## src/rtl/mem_port_arbiter.sv

```systemverilog
// mem_port_arbiter: shares one memory port between fetch (I) and data (D) requesters, one transaction at a time.
// D has fixed priority; a streak limit lets a pending fetch through after MAX_D_STREAK data grants.
module mem_port_arbiter #(
    parameter int ADDR_W       = 32,
    parameter int DATA_W       = 32,
    parameter int MAX_D_STREAK = 4
) (
    input  logic                clock,
    input  logic                reset,
    input  logic                i_req_valid,
    output logic                i_req_ready,
    input  logic [ADDR_W-1:0]   i_req_addr,
    output logic                i_rsp_valid,
    input  logic                i_rsp_ready,
    output logic [DATA_W-1:0]   i_rsp_data,
    input  logic                d_req_valid,
    output logic                d_req_ready,
    input  logic [ADDR_W-1:0]   d_req_addr,
    input  logic                d_req_we,
    input  logic [DATA_W/8-1:0] d_req_wstrb,
    input  logic [DATA_W-1:0]   d_req_wdata,
    output logic                d_rsp_valid,
    input  logic                d_rsp_ready,
    output logic [DATA_W-1:0]   d_rsp_data,
    output logic                m_req_valid,
    input  logic                m_req_ready,
    output logic [ADDR_W-1:0]   m_req_addr,
    output logic                m_req_we,
    output logic [DATA_W/8-1:0] m_req_wstrb,
    output logic [DATA_W-1:0]   m_req_wdata,
    input  logic                m_rsp_valid,
    output logic                m_rsp_ready,
    input  logic [DATA_W-1:0]   m_rsp_data,
    output logic                owner,
    output logic                busy
);
    typedef enum logic [1:0] {IDLE, REQ, RSP} state_t;
    state_t     state, state_nx;
    logic [7:0] streak;
    logic       d_win, i_win, active;
    assign active = !reset;
    always_comb begin
        d_win       = active && state == IDLE && d_req_valid && !(i_req_valid && streak == 8'(MAX_D_STREAK));
        i_win       = active && state == IDLE && i_req_valid && !d_win;
        d_req_ready = d_win;
        i_req_ready = i_win;
        m_req_valid = active && state == REQ;
        m_rsp_ready = active && state == RSP && (owner ? d_rsp_ready : i_rsp_ready);
        i_rsp_valid = active && state == RSP && !owner && m_rsp_valid;
        d_rsp_valid = active && state == RSP && owner && m_rsp_valid;
        i_rsp_data  = m_rsp_data;
        d_rsp_data  = m_rsp_data;
        busy        = active && state != IDLE;
        state_nx    = (d_win || i_win) ? REQ :
                      (m_req_valid && m_req_ready) ? RSP :
                      (state == RSP && m_rsp_valid && m_rsp_ready) ? IDLE : state;
    end
    always_ff @(posedge clock) begin
        if (reset) begin
            state       <= IDLE;
            streak      <= 8'd0;
            owner       <= 1'b0;
            m_req_addr  <= '0;
            m_req_we    <= 1'b0;
            m_req_wstrb <= '0;
            m_req_wdata <= '0;
        end else begin
            state <= state_nx;
            if (d_win) begin
                m_req_addr  <= d_req_addr;
                m_req_we    <= d_req_we;
                m_req_wstrb <= d_req_wstrb;
                m_req_wdata <= d_req_wdata;
                owner       <= 1'b1;
                // streak only grows while a fetch is actually being held off
                streak      <= !i_req_valid ? 8'd0 :
                               (streak < 8'(MAX_D_STREAK)) ? streak + 8'd1 : streak;
            end else if (i_win) begin
                m_req_addr  <= i_req_addr;
                m_req_we    <= 1'b0;
                m_req_wstrb <= '0;
                m_req_wdata <= '0;
                owner       <= 1'b0;
                streak      <= 8'd0;
            end
        end
    end
endmodule

```

## config.mk

```make
export PLATFORM = sky130hd
export DESIGN_NAME = mem_port_arbiter
export DESIGN_NICKNAME = d
export VERILOG_FILES = /design/src/rtl/mem_port_arbiter.sv
export SDC_FILE = /design/constraint.sdc
export NUM_CORES = 1
export LEC_CHECK = 0
export CAP_MARGIN = 20
export CORE_AREA = 2 2 159 83
export CTS_CLUSTER_DIAMETER = 100
export DETAILED_ROUTE_END_ITERATION = 7
export DIE_AREA = 0 0 161 85
export PLACE_DENSITY = 0.82
export SYNTH_ARGS = -nofsm -noshare
export SYNTH_HDL_FRONTEND = slang
export SYNTH_SLANG_ARGS = --single-unit
```

## constraint.sdc

```tcl
create_clock -name clock -period 1.86 [get_ports clock]
set_clock_uncertainty 0.2 [all_clocks]
set_input_delay 0.372 -clock clock [delete_from_list [all_inputs] [get_ports clock]]
set_output_delay 0.372 -clock clock [all_outputs]
set_load 0.1 [all_outputs]
```

# Word level (Yosys, flattened, before mapping)

Cells that the tools add are included.

Equality and inequality tests: 4
Bitwise operators: 0
Multipliers: 0
$add $sub $neg: 1
Mux-type cells: 17
Div/mod/pow operators: 0
$lt $le $gt $ge: 1
Shifts and indexed selects: 0
Reductions and logical operators: 29

Operators with widths:

| operator            | count |
|---|---|
| $mux 32             | 4 |
| $mux 8              | 4 |
| $logic_and 1x1->1   | 17 |
| $add 8x1->8 const B | 1 |
| $eq 8x3->1 const B  | 1 |
| $lt 8x3->1 const B  | 1 |
| $mux 4              | 2 |
| $reduce_bool 2->1   | 3 |
| $mux 1              | 5 |
| $logic_not 1->1     | 4 |
| $mux 2              | 2 |
| $ne 3x2->1 const B  | 1 |
| $reduce_bool 3->1   | 1 |
| $eq 2x1->1 const B  | 1 |
| $eq 2x2->1 const B  | 1 |
| $logic_not 2->1     | 1 |
| $reduce_and 2->1    | 1 |
| $reduce_or 2->1     | 1 |
| $logic_or 1x1->1    | 1 |

Output and inout bits: 141
Memories: 0
Bits of input ports: 141
Memory bits (writable): 0
Word-level logic and storage cells: 60
Bits in latches: 0
ROM bits: 0
Register bits: 80

# Depth between registers and ports, before layout

Word-level depth: 8
Mapped depth: 8

# Worst setup path after synthesis

Ideal clock, no wire load.

Path type: input port to output port
Start: input port reset
End: output port m_req_valid
Setup slack: -1.688 ns
Buffers on the path: 2
Stages: 3
Required time: 1.288 ns
Arrival time: 2.976 ns
Cell sequence: clkbuf_1 clkbuf_1 nor3b_1

Longest elaborated chain between the ends: 2

RTL lines:

| item               | line | RTL |
|---|---|---|
| start: declaration | 9    | `input logic reset,` |
| $logic_not 1->1    | 41   | `assign active = !reset;` |
| $logic_and 1x1->1  | 47   | `m_req_valid = active && state == REQ;` |
| end: declaration   | 25   | `output logic m_req_valid,` |

Every way passes these cells.

# Worst setup path in the final report

Start: register streak[1]
End: output port d_req_ready

Longest elaborated chain between the ends: 4

RTL lines:

| item                     | line | RTL |
|---|---|---|
| start: declaration       | 39   | `logic [7:0] streak;` |
| start signal: assignment | 76   | `streak <= !i_req_valid ? 8'd0 :` |
| $eq 8x3->1               | 43   | `d_win = active && state == IDLE && d_req_valid && !(i_req_valid && streak == 8'(MAX_D_STREAK));` |
| $logic_and 1x1->1        | 43   |  |
| $logic_not 1->1          | 43   |  |
| $logic_and 1x1->1        | 43   |  |
| end: declaration         | 17   | `output logic d_req_ready,` |

Every way passes these cells.

==> results_dict.tcl <==
set metrics [dict create \
    maximum_number_of_pins_on_one_net_before_global_route_repair 38 \
    io_pins 282 \
    clock_power_share_pct 30.6 \
    dpl_worst_slack_ps -489 \
    final-max-slew-violation-count 0 \
    timing.critical_path.cells "inv_2 -> ha_4 -> nand4bb_4 -> o311ai_4 -> inv_2 -> buf_12 -> buf_12" \
    post-dp-hpwl_um 9100 \
    areaGrowthSynthToFinish_pct 92.1 \
    yosys_most_used_dff "sky130_fd_sc_hd__dfxtp_1" \
    post-route-min-period_ps 2270 \
    layout-drive-gt1-share_pct 33.3 \
    max-vdd-ir-drop_v 0.000501 \
    p_sw_mw 2.25 \
    drt_antenna_net_count 0 \
    number_of_synthesized_flops_with_an_enable_pin 0 \
    synth_area_per_cell_um2 9.00 \
    worstHoldPathType "reg -> reg" \
    total_clock_buffers_created_by_cts 9 \
    drc 0 \
    grt_remaining_overflow 0 \
    height_of_the_chip_um 85 \
    initial_core_util_pct 29.4 \
    failing_checks "setup timing" \
    ys_types 34 \
    wire_length_of_the_first_global_routing_pass_um 19700 \
    postRouteWirelength_um 12700 \
    cp.required_ps 1290 \
    instance_count_of_the_mapped_netlist 403 \
    worstPathArrival_ps 1700 \
    finalSetupViolations 81 \
    slew_headroom_pct 72.4 \
    p_leak_nw 2.70 \
    critPathTopFamily "buffers and inverters" \
    clock_tree_sinks 80 \
    grt_pass1_vias 3872 \
    detailedRoute.firstIterationViolations 172 \
    critical-path-max-stage-delay_ps 330 \
    cap_violations 0 \
    placeableCoreArea_um2 12300 \
    max_slew.worst_pin.slew_ps 414 \
    endpoint_kind "output pin" \
    yosysWarnings 0 \
    worstPathBufferInverterCount 4 \
    hold_viol 0 \
    setup.worst_path.class "reg -> out" \
    timing.critical_path.slowest_stage_cell "sky130_fd_sc_hd__dfxtp_2" \
    setup_repair_after_global_routing_missed_its_margin "true" \
    sw_frac_of_total_pct 35.7 \
    vias_per_cell 4.94 \
    floorplan.die_area_um2 13700 \
    cellInternalPower_mw 4.05 \
    critical_path.startpoint_type "flip-flop" \
    synth-seq-cells 80 \
    setup_total_negative_slack_ps -15350 \
    share_seq_of_total_power_pct 31.7 \
    worst-path-max-fanout 2 \
    comb_power_share_pct 37.6 \
    synth_area_um2 3630 \
    total_iterations_of_the_first_detailed_routing_run 4 \
    diodes 0 \
    clk-insertion-delay-late_ps 330 \
    rows 29 \
    max_freq_mhz 440 \
    clock_tree_from_tritoncts "yes" \
    grt.total_usage_pct 18.2 \
    wire_per_inst_um 17.3 \
    timing.final.crit_share_pct 122 \
    root_buffer "sky130_fd_sc_hd__clkbuf_16" \
    synthesis.nets 546 \
    utilization_pct 56.5 \
    gpl.final_weighted_congestion 0.800 \
    die-width_um 161 \
    power_density_nw_per_um2 904 \
    antenna_violations_before_repair 0 \
    ctsHtreeMaxLevel 3 \
    nNetsFinal 703 \
    holdWs_ps 321 \
    async_flop_share_pct 0 \
    cts.clk_slew.worst_paths_ps 60 \
    cts_max_path_buffers 2 \
    fin_total_pwr_mw 6.30 \
    outcome "complete, but fails checks" \
    register_area_share_after_synthesis_pct 44.2 \
    buffer_ports.inserted 185 \
    vias 3633 \
    finalWorstSetupSlack_ps -415 \
]
[routing by layer]
metal	global-route usage (%)	part of all wire, %	wire, um
met4	7.47	2.1	264
met3	8.16	9.3	1180
met5	0	0	0
met2	30.4	48	6020
met1	20.5	41	5210
[registers in the layout (all words and copies together), names as in the netlist]
register	count
owner	1
m_req_wstrb	4
m_req_wdata	32
m_req_addr	32
m_req_we	1
state	2
streak	8
[power groups by stage]
stage | clock (mW) | sequential (mW) | combinational [mW]
2_1_floorplan | 0 | 2.87 | 1.04
3_3_place_gp | 0 | 2.03 | 2.22
3_5_place_dp | 0 | 2.03 | 2.26
4_1_cts | 1.98 | 2.00 | 2.35
5_1_grt | 2.06 | 2.01 | 2.45
6_report | 1.93 | 2.00 | 2.37
[layout by cell type (no fill, tap or decap), drive strengths merged, types with 3 or more instances in the layout]
cell type and instances:
clkbuf 13, a311oi 33, nor3b 5, nor2 43, a31oi 3, nor3 6
nand2 70, a22o 37, o21ai 3, buf 129, clkdlybuf4s50 107, inv 6
dfxtp 80, nand2b 3, mux2i 3
[worst register-to-register path, cell delays in order, from the launching register on]
cell and delay (ps):
sky130_fd_sc_hd__dfxtp_2 330, sky130_fd_sc_hd__inv_2 70, sky130_fd_sc_hd__ha_4 150, sky130_fd_sc_hd__nand4bb_4 120, sky130_fd_sc_hd__o311ai_4 300, sky130_fd_sc_hd__inv_2 110, sky130_fd_sc_hd__buf_12 140, sky130_fd_sc_hd__buf_4 130
sky130_fd_sc_hd__buf_12 140, sky130_fd_sc_hd__clkbuf_16 160, sky130_fd_sc_hd__a22o_1 200
[path summary, 6_finish.rpt]
check,startpoint,end,slack (ps),depth (start not counted)
max reg2reg,streak[1]$_SDFFE_PP0P_,m_req_wdata[13]$_SDFFE_PP0P_,-310,10
min reg2reg,m_req_addr[25]$_SDFFE_PP0P_,m_req_addr[25]$_SDFFE_PP0P_,320,2
min,m_req_addr[25]$_SDFFE_PP0P_,m_req_addr[25]$_SDFFE_PP0P_,320,2
max,streak[1]$_SDFFE_PP0P_,d_req_ready,-410,7
[area by class of cell]
| type | instances | area (um^2) |
|---|---|---|
| fill | 997 | 5370 |
| timing repair buffer | 238 | 3210 |
| sequential | 80 | 1610 |
| multi-input combinational | 225 | 1580 |
| clock buffer | 12 | 246 |
| tap | 170 | 213 |
| clock inverter | 4 | 77.6 |
| inverter | 6 | 22.5 |
[stage by stage]
step / std cells / cell area [um^2]
3_3_place_gp: 702 / 6260
2_1_floorplan: 403 / 3730
4_1_cts: 730 / 6820
5_1_grt: 735 / 6970
6_report: 735 / 6970
3_5_place_dp: 702 / 6260
[cells by family (layout without fill, tap and decap cells)]
group,count (synthesis),in the layout,share of synthesized area [%]
muxes,3,3,0.828
DFF,80,80,44.2
and+or+nand+nor,138,138,16.5
AOI/OAI and AO/OA,81,81,19.8
adders and majority gates,2,2,0.690
buffers and inverters,98,260,17.9
xor gates and xnor gates,1,1,0.242
[synth_stat cells, types with 2 or more instances]
cell,n,area (um^2)
sky130_fd_sc_hd__mux2i_1,3,30.0
sky130_fd_sc_hd__nand3_1,2,10.0
sky130_fd_sc_hd__clkbuf_1,11,41.3
sky130_fd_sc_hd__nand2b_1,3,18.8
sky130_fd_sc_hd__o21ai_0,3,15.0
sky130_fd_sc_hd__dfxtp_1,80,1600
sky130_fd_sc_hd__buf_6,3,33.8
sky130_fd_sc_hd__a311oi_1,32,280
sky130_fd_sc_hd__inv_1,6,22.5
sky130_fd_sc_hd__a22o_1,37,324
sky130_fd_sc_hd__a31oi_1,3,18.8
sky130_fd_sc_hd__nor3_1,5,25.0
sky130_fd_sc_hd__ha_1,2,25.0
sky130_fd_sc_hd__a21oi_1,2,10.0
sky130_fd_sc_hd__or3_1,2,12.5
sky130_fd_sc_hd__nand2_1,70,263
sky130_fd_sc_hd__nor3b_1,5,37.5
sky130_fd_sc_hd__nor2_1,42,158
sky130_fd_sc_hd__buf_2,14,70.1
sky130_fd_sc_hd__buf_4,64,480
[repair_timing]
action,in CTS,in global routing
hold buffers,0,0
setup endpoints to repair,82,86
resized for setup,21,19
cloned,3,1
pin swaps,8,48
setup buffers,10,5
Power figures use the tool's default switching activity.
